--- config.mk ---
export PLATFORM = sky130hd
export DESIGN_NAME = seq_match_sched
export DESIGN_NICKNAME = d
export VERILOG_FILES = /design/src/rtl/seq_match_sched.sv
export SDC_FILE = /design/constraint.sdc
export NUM_CORES = 1
export LEC_CHECK = 0
export BUFFER_PORTS_ARGS = -buffer_cell sky130_fd_sc_hd__buf_2
export CELL_PAD_IN_SITES_DETAIL_PLACEMENT = 0
export CELL_PAD_IN_SITES_GLOBAL_PLACEMENT = 1
export CORE_UTILIZATION = 25
export DETAILED_ROUTE_END_ITERATION = 6
export PLACE_DENSITY = 0.49
export REMOVE_ABC_BUFFERS = 1
export SETUP_SLACK_MARGIN = 0.1
export SLEW_MARGIN = 25
export SYNTH_ARGS = -nofsm -noshare
export SYNTH_HDL_FRONTEND = slang
export SYNTH_SLANG_ARGS = --single-unit
export TNS_END_PERCENT = 10
--- constraint.sdc ---
create_clock -name clk -period 2.5 [get_ports clk]
set_input_delay 0.375 -clock clk [delete_from_list [all_inputs] [get_ports clk]]
set_output_delay 0.375 -clock clk [all_outputs]
set_load 0.02 [all_outputs]
--- src/rtl/seq_match_sched.sv ---
// -----------------------------------------------------------------------------
// seq_match_sched
//
// Serializes DATA_W-bit words (accepted on a valid/ready handshake) MSB-first
// into a one-bit-per-cycle stream, and runs a programmable PAT_W-bit
// Moore-style pattern detector over that stream. Matches are counted, with the
// count saturating at all-ones. Overlapping or non-overlapping matching is
// chosen per job.
//
// Ports:
//   clk          rising-edge clock
//   rst          asynchronous active-low reset (0 = reset)
//   start        begin a job; only looked at while idle
//   cfg_pattern  pattern to detect, MSB is the first stream bit
//   cfg_overlap  1 = overlapping matches allowed
//   in_valid     producer word valid
//   in_data      producer word, sent MSB first
//   in_last      marks the final word of the job (qualified by in_valid)
//   in_ready     controller can take a word this cycle
//   bit_valid    bit_out carries a live stream bit
//   bit_out      current stream bit
//   match        one-cycle pulse, one cycle after the completing bit
//   match_count  saturating match count for the current job
//   busy         high whenever a job is in progress
//   done         one-cycle pulse at the end of a job
// -----------------------------------------------------------------------------
module seq_match_sched #(
  parameter int PAT_W  = 5,
  parameter int DATA_W = 8,
  parameter int CNT_W  = 8
) (
  input  logic              clk,
  input  logic              rst,
  input  logic              start,
  input  logic [PAT_W-1:0]  cfg_pattern,
  input  logic              cfg_overlap,
  input  logic              in_valid,
  input  logic [DATA_W-1:0] in_data,
  input  logic              in_last,
  output logic              in_ready,
  output logic              bit_valid,
  output logic              bit_out,
  output logic              match,
  output logic [CNT_W-1:0]  match_count,
  output logic              busy,
  output logic              done
);

  localparam int IDX_W  = (DATA_W > 1) ? $clog2(DATA_W) : 1;
  localparam int FILL_W = $clog2(PAT_W);
  localparam int HIST_W = PAT_W - 1;

  typedef enum logic [1:0] {
    S_IDLE  = 2'd0,
    S_WAIT  = 2'd1,
    S_SHIFT = 2'd2,
    S_DONE  = 2'd3
  } state_t;

  state_t              state_q, state_d;
  logic [PAT_W-1:0]    pat_q, pat_d;
  logic                ovl_q, ovl_d;
  logic [DATA_W-1:0]   word_q, word_d;
  logic                last_q, last_d;
  logic [IDX_W-1:0]    idx_q, idx_d;
  logic [HIST_W-1:0]   hist_q, hist_d;
  logic [FILL_W-1:0]   fill_q, fill_d;
  logic                match_q, match_d;
  logic [CNT_W-1:0]    cnt_q, cnt_d;

  logic                clr_job;
  logic [PAT_W-1:0]    cand;
  logic                fill_full;
  logic                hit;

  // Saturating increment for the match counter.
  function automatic logic [CNT_W-1:0] sat_inc(input logic [CNT_W-1:0] v);
    if (&v) begin
      return v;
    end
    return v + CNT_W'(1);
  endfunction

  // ---------------------------------------------------------------------------
  // Sequencer: IDLE -> WAIT -> SHIFT (DATA_W cycles) -> WAIT ... -> DONE
  // ---------------------------------------------------------------------------
  always_comb begin
    state_d   = state_q;
    pat_d     = pat_q;
    ovl_d     = ovl_q;
    word_d    = word_q;
    last_d    = last_q;
    idx_d     = idx_q;
    clr_job   = 1'b0;
    in_ready  = 1'b0;
    bit_valid = 1'b0;
    bit_out   = 1'b0;
    busy      = 1'b1;
    done      = 1'b0;

    case (state_q)
      S_IDLE: begin
        busy = 1'b0;
        if (start) begin
          pat_d   = cfg_pattern;
          ovl_d   = cfg_overlap;
          clr_job = 1'b1;
          state_d = S_WAIT;
        end
      end

      S_WAIT: begin
        in_ready = 1'b1;
        if (in_valid) begin
          word_d  = in_data;
          last_d  = in_last;
          idx_d   = IDX_W'(DATA_W - 1);
          state_d = S_SHIFT;
        end
      end

      S_SHIFT: begin
        bit_valid = 1'b1;
        bit_out   = word_q[idx_q];
        if (idx_q == '0) begin
          // Returning to WAIT costs one bubble cycle between words.
          state_d = last_q ? S_DONE : S_WAIT;
        end else begin
          idx_d = idx_q - IDX_W'(1);
        end
      end

      S_DONE: begin
        done    = 1'b1;
        state_d = S_IDLE;
      end

      default: begin
        state_d = S_IDLE;
      end
    endcase
  end

  // ---------------------------------------------------------------------------
  // Matcher: candidate window is the last PAT_W-1 bits plus the live bit
  // ---------------------------------------------------------------------------
  always_comb begin
    cand      = {hist_q, bit_out};
    fill_full = (fill_q == FILL_W'(PAT_W - 1));
    hit       = bit_valid && fill_full && (cand == pat_q);

    hist_d  = hist_q;
    fill_d  = fill_q;
    cnt_d   = cnt_q;
    match_d = hit;

    if (clr_job) begin
      hist_d = '0;
      fill_d = '0;
      cnt_d  = '0;
    end else if (bit_valid) begin
      // History and fill only move on live bits, so a pattern may straddle
      // word boundaries, bubbles and producer stalls.
      hist_d = cand[HIST_W-1:0];
      if (hit) begin
        cnt_d = sat_inc(cnt_q);
        // Non-overlap: the next match must be built from PAT_W fresh bits.
        if (!ovl_q) begin
          fill_d = '0;
        end
      end else if (!fill_full) begin
        fill_d = fill_q + FILL_W'(1);
      end
    end
  end

  // ---------------------------------------------------------------------------
  // State registers
  // ---------------------------------------------------------------------------
  always_ff @(posedge clk or negedge rst) begin
    if (!rst) begin
      state_q <= S_IDLE;
      pat_q   <= '0;
      ovl_q   <= 1'b0;
      word_q  <= '0;
      last_q  <= 1'b0;
      idx_q   <= '0;
      hist_q  <= '0;
      fill_q  <= '0;
      match_q <= 1'b0;
      cnt_q   <= '0;
    end else begin
      state_q <= state_d;
      pat_q   <= pat_d;
      ovl_q   <= ovl_d;
      word_q  <= word_d;
      last_q  <= last_d;
      idx_q   <= idx_d;
      hist_q  <= hist_d;
      fill_q  <= fill_d;
      match_q <= match_d;
      cnt_q   <= cnt_d;
    end
  end

  assign match       = match_q;
  assign match_count = cnt_q;

endmodule

-- Yosys cells after proc, flatten, opt, wreduce, memory -nomap -nowiden
Cells that the tools add are included.
- register bits: 36
- output and inout bits: 14
- word-level logic and storage cells: 72
- $add $sub $neg: 3
- order comparisons: 1
- equal/unequal tests: 12
- mux-type cells: 32
- reduce and logical (&&, ||, !) cells: 14
- operators with widths (cell ; number):
    8-bit two-way mux ; 4
    3-bit two-way mux ; 7
    1-bit two-way mux ; 12
    3-bit AND reduction ; 4
    8-bit by 1-bit adder with 8-bit output (second input constant) ; 1
    2-bit two-way mux ; 4
    4-bit two-way mux ; 2
    2-bit inequality test (second input constant) ; 4
    2-bit case mux with 4 select lines ; 1
    8-bit AND reduction ; 1
    3-bit inequality test (second input constant) ; 2
    3-bit case mux with 2 select lines ; 1
    2-bit nonzero test ; 3
    5-bit == test ; 1
    2-bit == test (second input constant) ; 2
    3-bit by 4-bit less-than comparator with 1-bit output (second input constant) ; 1
    2-bit AND reduction ; 2
    3-bit by 1-bit adder with 3-bit output (second input constant) ; 1
    1-bit binary-select mux with 3-bit select ; 1
    3-bit == test (second input constant) ; 1
    3-bit zero test ; 1
    3-bit by 2-bit inequality test with 1-bit output (second input constant) ; 1
    3-bit by 1-bit subtractor with 3-bit output (second input constant) ; 1
    2-bit by 1-bit == test with 1-bit output (second input constant) ; 1
    2 further kinds ; 3

-- Logic depth before layout (Yosys ltp)
- depth in word-level cells: 12
- depth in mapped cells: 8
- depth with buffers taken out: 7

-- Least setup slack after synthesis
No wires, ideal clock.
- path kind: register -> register
- start: register idx_q[0]
- end: register cnt_q[5], in the netlist match_count[5]
- library setup time: 0.077 ns
- data arrival time: 2.013 ns
- required time: 2.423 ns
- setup slack: 0.410 ns
- cell stages (with the launch flop): 7
- period minus slack after synthesis: 2.090 ns
- cell sequence: dfrtp_1 -> mux4_1 -> mux2i_4 -> xor2_2 -> nand3_2 -> or3_1 -> a21oi_1
- longest elaborated chain between the ends: 7
- ends and longest elaborated chain (item ; RTL line ; RTL):
    start, declared ; 65 ; logic [IDX_W-1:0] idx_q, idx_d;
    start signal, assigned ; 198 ; idx_q <= idx_d;
    1-bit binary-select mux with 3-bit select ; 124 ; bit_out = word_q[idx_q];
    1-bit two-way mux (implied by the code) ; 124 ;
    1-bit two-way mux ; 101 ; case (state_q)
    5-bit == test ; 150 ; hit = bit_valid && fill_full && (cand == pat_q);
    1-bit logical AND ; 150 ;
    2-bit nonzero test (no line) ; - ;
    3-bit AND reduction (no line) ; - ;
    end signal, assigned ; 202 ; cnt_q <= cnt_d;
    end, declared ; 69 ; logic [CNT_W-1:0] cnt_q, cnt_d;
Every way passes these cells. The select of a mux whose other input is x is not followed.
A chain may end at the register's enable or synchronous reset.

-- Worst setup path after layout
Ends and elaborated chain as after synthesis.

==> metrics.cfg <==
[timing]
maximum_clock_frequency_ghz=0.4505
finalWorstPathRequiredPeriod_ns=2.220
setup_viol=0
finalCritPeriodShare=0.8879
tightestPinTransition_ns=0.8276
slew_headroom=0.4482
timing_hold_violations_final=0
final_setup_slack_of_the_worst_path_ns=0.2803
report.final.slew_viol_count=0
fin_tns_setup_ns=0
fin_skew_ns=0.004940
rsz0062_at_grt=false
hold_slack_ns=0.1858

[global_routing]
antenna_found_initial=0
via_count_of_the_first_global_routing_pass=1359
grt-ovfl-total=0
global_route.usage.total=0.1113
grt_pass1_wl_mm=6.423
grt_start_max_net_pins=37

[die]
floorplan.io_pins=33
fp.dieW_um=87.01
die_height_um=87.01
num_rows=30
floorplan.die_area_um2=7571
fp.coreArea_um2=6869
initial_core_util=0.2630

[cells_and_area]
layout-drive-gt1-share=0.3029
n_antenna_cell=0
finalNonFillerCells=304
layout_area_overhead_pct=22.58
final_stage_net_count=231

[synth]
yosys-mux-area-fraction=0.1032
synth.top_cell.area_share=0.4986
synth_compound_gate_area_share=0.1094
combinational_family_with_the_most_area_after_synthesis=simple AND/OR/NAND/NOR gates
synth-async-reset-ratio=1.000
yosysUniqueCellTypes=40
post_synth_instance_area_um2=1807
yosys.area.top_type=sky130_fd_sc_hd__dfrtp_1
yosysMostFrequentCell=sky130_fd_sc_hd__dfrtp_1
simple_gate_fraction_of_synth_area=0.1759
syn-instance-count=170
synth.cells.most_frequent=sky130_fd_sc_hd__dfrtp_1 (36), sky130_fd_sc_hd__nand2_1 (31)
synth_warnings=0
synth_top_cells_by_area=sky130_fd_sc_hd__dfrtp_1 (50%), sky130_fd_sc_hd__nand2_1 (6.4%), sky130_fd_sc_hd__mux2_2 (5.6%), sky130_fd_sc_hd__ha_1 (3.5%), sky130_fd_sc_hd__mux4_1 (2.9%)
avgSynthCellArea_um2=10.63
synth-seq-area-share=0.4986
synth_adder_area_share=0.03463
post_synth_edffs=0
synth-seq-cells=36
parity_gate_share_of_the_synthesized_area_counting_xor_and_xnor_cells=0.03324
synth_flop_cell=sky130_fd_sc_hd__dfrtp_1

[setup_path]
worst_r2r_endpoint=match_count[5]
crit_path_max_fanout=9
timing.critical_path.required_ns=2.71
worstSetupStartpointType=register
worstPathArrival_ns=2.43
reg2regPathDepth=6
ff2ff_setup_slack_ns=0.28
critical_path.endpoint_type=register
timing_worst_setup_path_type=register to register
r2r_start=idx_q[0]

[outcome]
run_status=finished clean

[placed_design]
numPlacedInstances=295
place_congestion=0.7238
hpwl_mm=2.784
io_buffer_count=32
pre_cts_slack_ns=0.1902

[pwr]
vdd.ir_drop.worst_v=0.0005448
pwr_density_cell_nw_per_um2=1085
cellLeakagePower_uw=0.001047

[clocking]
clock_sink_count=36
ctsRootBufferMaster=sky130_fd_sc_hd__clkbuf_8
clk_latency_ns=0.28
ctsLongestPathBuffers=2
cts_made_buffers=5
clk_transition_reported_paths_ns=0.07
tritoncts_clock_tree=yes
cts.htree.levels=2

[routing]
postRouteAntennaNets=0
wirelength_mm=3.698
dr_total_vias=1360
vias_per_cell=4.474
drt-wirelength-per-cell_um=12.16
drc_markers=0
drt_first_pass_iters=5
drtIter0Drc=28

[hold_path]
min-delay-path-class=input port to async pin

[run]
drv.max_cap_violation_count=0

worst max-delay path: stages, from the launching register on:
cell,delay (ns)
sky130_fd_sc_hd__dfrtp_1,0.39
sky130_fd_sc_hd__mux4_1,0.61
sky130_fd_sc_hd__mux2i_4,0.25
sky130_fd_sc_hd__xor2_4,0.24
sky130_fd_sc_hd__nand3_4,0.15
sky130_fd_sc_hd__or3_1,0.38
sky130_fd_sc_hd__a21oi_1,0.13
logic make-up (layout without fill, tap and decap cells):
group | count (synthesis) | count (layout)
AO/OA/AOI/OAI | 32 | 32
XOR/XNOR | 6 | 6
adder cells (fa/ha/maj) | 5 | 5
buffers and inverters | 15 | 53
flip-flops | 36 | 36
multiplexers | 13 | 13
AND/OR/NAND/NOR | 63 | 63
layer usage:
layer	wire length (um)	vias up	track usage
met2	1886	25	0.1911
met4	19	0	0.02273
met5	0	-	0
li1	-	673	-
met1	1612	660	0.1287
met3	179	2	0.04834
what timing repair did:
action                     in CTS  in global routing
gates resized for setup         0                  2
setup endpoints to repair       0                  4
setup buffers                   0                  1
hold buffers                    0                  0
placed cells by master, fill, tap and decap left out, drive strengths merged, types with 2 or more instances in the layout:
cell type,netlist,layout
nor2,4,4
or2,2,2
o21a,3,3
clkbuf,3,7
a31o,2,2
o211ai,2,2
mux2,9,9
dfrtp,36,36
xor2,3,3
mux4,2,2
xnor2,3,3
ha,5,5
nor3,2,2
inv,9,9
a21oi,5,5
nand3,10,10
a31oi,4,4
o21ai,12,12
buf,3,36
or3,3,3
nand2b,2,2
and3,4,4
mux2i,2,2
nand2,31,31
stage by stage:
step	util	power (uW)	cell area, um2
final	0.3224	2402	2215
after global routing	0.3224	2599	2215
after CTS	0.3186	2396	2188
after detailed placement	0.3002	1828	2062
after global placement	0.3002	1810	2062
after floorplan	-	1584	1759
cell type report:
| cell class | count | area [um2] |
|---|---|---|
| flip-flops and latches | 36 | 900.9 |
| multi-input cells | 119 | 843.3 |
| fillers | 704 | 4654 |
| well taps | 96 | 120.1 |
| repair buffers | 36 | 190.2 |
| clock inverters | 1 | 30.03 |
| clock buffers | 7 | 96.34 |
| inverters | 9 | 33.78 |
where the power goes:
part / total (uW) / switching [uW] / internal [uW]
combinational: 907 / 485 / 422
sequential: 940 / 158 / 782
clock: 555 / 203 / 352
state kept, by name (all words and copies together), names as in the netlist:
signal,cells
hist_q,4
fill_q,3
match,1
last_q,1
pat_q,5
ovl_q,1
word_q,8
match_count,8
state_q,2
idx_q,3
worst max-delay path by stage:
stage | startpoint | cells past startpoint | slack, ns | end
after CTS | idx_q[0] | 6 | 0.16 | match_count[5]
final | idx_q[0] | 6 | 0.28 | match_count[5]
after global placement | idx_q[0] | 6 | 0.23 | match_count[5]
after global routing | idx_q[0] | 7 | 0.11 | match_count[3]
after detailed placement | idx_q[0] | 6 | 0.19 | match_count[5]
after floorplan | idx_q[0] | 6 | 0.31 | match_count[5]
(Power assumes the default switching activity.)
